--- src/rtl/mul_issue.sv ---
// rtl/mul_issue.sv - operand queue and issue/collect sequencer for a serial multiplier
// A small FIFO buffers operand pairs; the FSM issues one at a time and holds each result.

module mul_issue_fifo #(
  parameter int DEPTH = 2,
  parameter int W     = 68
) (
  input  logic         clk,
  input  logic         rst,
  input  logic         push,
  input  logic [W-1:0] wdata,
  input  logic         pop,
  output logic [W-1:0] rdata,
  output logic         full,
  output logic         empty
);
  localparam int AW = (DEPTH > 1) ? $clog2(DEPTH) : 1;
  localparam int CW = $clog2(DEPTH + 1);
  localparam logic [CW-1:0] FULL_CNT = CW'(DEPTH);

  logic [W-1:0]  mem [DEPTH];
  logic [AW-1:0] wr_ptr, rd_ptr;
  logic [CW-1:0] count;

  assign full  = (count == FULL_CNT);
  assign empty = (count == '0);
  assign rdata = mem[rd_ptr];

  always_ff @(posedge clk) begin
    if (push) mem[wr_ptr] <= wdata;
  end

  // DEPTH is a power of two, so the pointers wrap by natural overflow.
  always_ff @(posedge clk) begin
    if (rst) begin
      wr_ptr <= '0;
      rd_ptr <= '0;
      count  <= '0;
    end else begin
      if (push) wr_ptr <= wr_ptr + AW'(1);
      if (pop)  rd_ptr <= rd_ptr + AW'(1);
      case ({push, pop})
        2'b10:   count <= count + CW'(1);
        2'b01:   count <= count - CW'(1);
        default: count <= count;
      endcase
    end
  end
endmodule

module mul_issue #(
  parameter int DEPTH   = 2,
  parameter int TIMEOUT = 100
) (
  input  logic        clk,
  input  logic        rst,
  input  logic        in_valid,
  output logic        in_ready,
  input  logic [31:0] in_a,
  input  logic [31:0] in_b,
  input  logic [3:0]  in_tag,
  output logic        mul_start,
  output logic [31:0] mul_mc,
  output logic [31:0] mul_mp,
  input  logic [63:0] mul_p,
  input  logic        mul_done,
  output logic        out_valid,
  input  logic        out_ready,
  output logic [63:0] out_prod,
  output logic [3:0]  out_tag,
  output logic        out_timeout,
  output logic        busy
);
  localparam int TW = $clog2(TIMEOUT + 1);
  localparam logic [TW-1:0] LAST_WAIT = TW'(TIMEOUT - 1);

  typedef enum logic [1:0] {IDLE, ISSUE, WAIT, HOLD} state_t;

  state_t        state, state_next;
  logic          fifo_full, fifo_empty, push, pop;
  logic [67:0]   fifo_rdata;
  logic [31:0]   op_a, op_b;
  logic [3:0]    op_tag;
  logic [TW-1:0] wait_cnt;
  logic          expired;

  assign in_ready = !fifo_full;
  assign push     = in_valid && !fifo_full;
  assign pop      = (state == IDLE) && !fifo_empty;
  assign expired  = (wait_cnt == LAST_WAIT);

  mul_issue_fifo #(.DEPTH(DEPTH), .W(68)) u_fifo (
    .clk   (clk),
    .rst   (rst),
    .push  (push),
    .wdata ({in_tag, in_a, in_b}),
    .pop   (pop),
    .rdata (fifo_rdata),
    .full  (fifo_full),
    .empty (fifo_empty)
  );

  always_comb begin
    state_next = state;
    case (state)
      IDLE:    if (!fifo_empty) state_next = ISSUE;
      ISSUE:   state_next = WAIT;
      WAIT:    if (mul_done || expired) state_next = HOLD;
      HOLD:    if (out_ready) state_next = IDLE;
      default: state_next = IDLE;
    endcase
  end

  // mul_done is only looked at in WAIT; elsewhere it may still be high from the previous op.
  always_ff @(posedge clk) begin
    if (rst) begin
      state       <= IDLE;
      op_a        <= '0;
      op_b        <= '0;
      op_tag      <= '0;
      wait_cnt    <= '0;
      out_prod    <= '0;
      out_tag     <= '0;
      out_timeout <= 1'b0;
    end else begin
      state <= state_next;
      if (pop) {op_tag, op_a, op_b} <= fifo_rdata;
      case (state)
        ISSUE: wait_cnt <= '0;
        WAIT: begin
          wait_cnt <= wait_cnt + TW'(1);
          if (mul_done) begin
            out_prod    <= mul_p;
            out_tag     <= op_tag;
            out_timeout <= 1'b0;
          end else if (expired) begin
            out_prod    <= '0;
            out_tag     <= op_tag;
            out_timeout <= 1'b1;
          end
        end
        default: ;
      endcase
    end
  end

  assign mul_start = (state == ISSUE);
  assign mul_mc    = op_a;
  assign mul_mp    = op_b;
  assign out_valid = (state == HOLD);
  assign busy      = (state != IDLE) || !fifo_empty;
endmodule

--- config.mk ---
export PLATFORM = sky130hd
export DESIGN_NAME = mul_issue
export DESIGN_NICKNAME = d
export VERILOG_FILES = /design/src/rtl/mul_issue.sv
export SDC_FILE = /design/constraint.sdc
export NUM_CORES = 1
export LEC_CHECK = 0
export CORE_UTILIZATION = 48
export DETAILED_ROUTE_END_ITERATION = 8
export MAX_ROUTING_LAYER = met4
export PLACE_DENSITY = 0.8
export SLEW_MARGIN = 20
export SYNTH_ARGS = -nofsm -noshare
export SYNTH_HDL_FRONTEND = slang
export SYNTH_HIERARCHICAL = 1
export SYNTH_SLANG_ARGS = --single-unit
--- constraint.sdc ---
create_clock -name clk -period 5.4 [get_ports clk]
set_input_delay 1.08 -clock clk [delete_from_list [all_inputs] [get_ports clk]]
set_output_delay 1.08 -clock clk [all_outputs]
set_load 0.1 [all_outputs]
==> flow_summary.yaml <==
global_route:
  grt_pass1_wl_um: 35100
  grtUsageTotal: 0.212
  grt_pass1_vias: 6723
  overflow: 0
  grt_max_degree: 85
  antenna_found_initial: 0
hold_path:
  hp-start: "mul_mc[8]"
  min_path_type: "reg2reg"
sta:
  rsz0062_at_grt: "no"
  period_needed_ns: 3.53
  setup_viol: 0
  slew_headroom: 0.287
  worst_slack_ns: 1.87
  worst_pin_slew_ns: 1.07
  skew_ns: 0.0129
  fin_crit_sh: 0.653
  fin_setup_tns_ns: 0
  whs_ns: 0.453
  hold_violations: 0
  drv_slew: 0
  fmax_mhz: 283
synth:
  synth_flop_cell: "dfxtp_1"
  synth_most_common_cell: "dfxtp_1"
  yosysWarnings: 6
  ys_types: 35
  synth.top_cell.area_share: 0.403
  ys_ff_latch: 287
  syn_area_mm2: 0.0101
  avgSynthCellArea_um2: 13.5
  synthCells: 750
  synth_fp_nets: 894
  synthTopCellsByCount: "dfxtp_1 (151), nand2_1 (141), edfxtp_1 (136)"
  synthTopCellsByArea: "edfxtp_1 (40%), dfxtp_1 (30%), mux2_2 (7.5%), nand2_1 (5.2%), a22o_2 (5.0%)"
  synth_top_area_cell: "edfxtp_1"
  synth_edf_count: 136
  yosysSeqAreaShare: 0.701
  async_reset_ff_frac: 0
pwr:
  power_leakage_nw: 4.96
  ir_drop_v: 0.000324
  powerDensity_mw_per_mm2: 576
critical_path:
  critPathLaunch: "state[1]"
  cp_max_fo: 4
  worstSetupPathType: "reg2out"
  crit_required_ns: 4.32
  cp-end-kind: "output pin"
  r2r-start: "u_fifo/count[0]"
  slowest_stage: "clkdlybuf4s50_1"
  worst_setup_path_start_kind: "register"
  crit_chain: "inv_1 > ha_1 > nand2_1 > clkdlybuf4s50_1"
  slowest_delay_ns: 1.14
  cp_data_arrival_time_ns: 2.45
final_layout:
  final_cells: 1306
  multi_input_area_mm2: 0.00276
  nets: 1157
  seq_area_mm2: 0.00711
  drive_gt1_frac: 0.181
  fin_util: 0.687
  antennaDiodeCount: 0
  fillCellCount: 1456
  area_delta_synth_final_pct: 38.8
clock_tree:
  cts_tree: "built"
  ctsResizeCount: 0
  postCtsHoldBufs: 0
  worstSkewPairLatency_ns: 0.54
  htreeDepth: 1
  cts_root_buf: "clkbuf_16"
  clkSlewWorstSetupHoldPaths_ns: 0.06
  postCtsSetupRepairBufs: 0
  numCtsBuffers: 29
  clockBufferDepth: 3
  cts.sinks: 287
floorplan:
  die_area_mm2: 0.0217
  ios: 274
  initial_core_util: 0.495
  core.rowCount: 52
  die_y_um: 147
  die_w_um: 147
  core_mm2: 0.0205
placement:
  gp_congestion: 0.754
  dp_hpwl_um: 14400
  port_buffers: 273
  dp_slack_ns: 1.86
  placed_cells: 1252
job:
  cap_viol_max_count: 0
detailed_routing:
  vias: 6712
  wl_per_cell_um: 17.4
  dr.pass1.iters: 4
  wl_um: 22800
  ant_nets: 0
  dr.first_iter.drc_count: 324
  remaining_drc_errors: 0
  via_per_inst: 5.14
outcome:
  status: "complete, no violations"
-- state kept, by name (all words and copies together), names as in the netlist, 2 cells and up, named ones only --
register      count
u_fifo/mem      136
out_prod         64
mul_mc           32
mul_mp           32
wait_cnt          7
op_tag            4
out_tag           4
state             2
u_fifo/count      2
-- metal layers --
| layer | share of wire | up-vias | global-route usage | routed length, um |
|---|---|---|---|---|
| met1 | 0.40 | 3210 | 0.258 | 9190 |
| met3 | 0.071 | 42 | 0.0432 | 1630 |
| met4 | 0.024 | 0 | 0.0660 | 547 |
| li1 | - | 3225 | - | - |
| met2 | 0.50 | 235 | 0.354 | 11400 |
| met5 | 0 | - | - | 0 |
-- critical path, delay by kind of cell (launching register included) --
kind	cells	cell delay, ns
buffers and inverters	2	1.24
and+or+nand+nor	1	0.08
adders and majority gates	1	0.21
DFF	1	0.38
-- cell usage in the layout, fill, tap and decap left out, drive strengths merged --
cell | netlist | layout
xor2 | 4 | 4
a41oi | 1 | 1
bufinv | 0 | 4
a22o | 64 | 64
a21oi | 76 | 76
mux2 | 68 | 68
and2b | 1 | 1
nor2b | 1 | 1
dfxtp | 151 | 151
a31o | 1 | 1
o21ai | 8 | 8
mux2i | 2 | 2
nor4b | 1 | 1
a31oi | 1 | 1
xnor2 | 4 | 4
nor2 | 12 | 12
inv | 6 | 11
clkinv | 1 | 7
nand4 | 2 | 2
ha | 7 | 7
nand2b | 3 | 3
nand3 | 4 | 4
a211oi | 2 | 2
edfxtp | 136 | 136
nand2 | 141 | 141
clkinvlp | 0 | 3
buf | 15 | 6
and2 | 1 | 1
a21o | 2 | 2
clkbuf | 31 | 36
nor3 | 1 | 1
or3 | 3 | 3
clkdlybuf4s50 | 0 | 272
-- layout make-up --
type / instances / area share
inverter: 7 / 0.00187
timing repair buffer: 278 / 0.197
tap: 270 / 0.0240
multi-input combinational: 410 / 0.196
clock buffer: 36 / 0.0608
sequential: 287 / 0.505
clock inverter: 18 / 0.0157
-- power by group --
part	leakage (nW)	total [mW]	internal [mW]	switching, mW
clock network	0.525	2.18	1.33	0.852
registers	2.50	2.91	2.69	0.217
logic	1.93	3.03	0.785	2.24
-- through the flow --
step | power (mW) | area, um2
after floorplan | 5.25 | 10100
after global placement | 5.95 | 13000
after detailed placement | 6.00 | 13000
after CTS | 8.18 | 14100
after global routing | 8.42 | 14100
final | 8.11 | 14100
-- final timing paths --
kind,endpoint,slack [ns],cells past startpoint
worst max-delay path,busy,1.87,4
worst min-delay path,mul_mc[8],0.45,2
worst max register to register,u_fifo/mem[0][33],2.85,5
worst min register to register,mul_mc[8],0.45,2
-- logic make-up (layout without fill, tap and decap cells) --
logic type	after synthesis	in the layout	share of synthesized area
flops	287	287	0.701
simple gates	170	170	0.0676
compound gates	155	155	0.109
mux	70	70	0.0775
buf+inv	53	339	0.0295
xor+xnor	8	8	0.00691
fa+ha+maj	7	7	0.00863
Note: power is estimated with default switching activity, not from simulation.
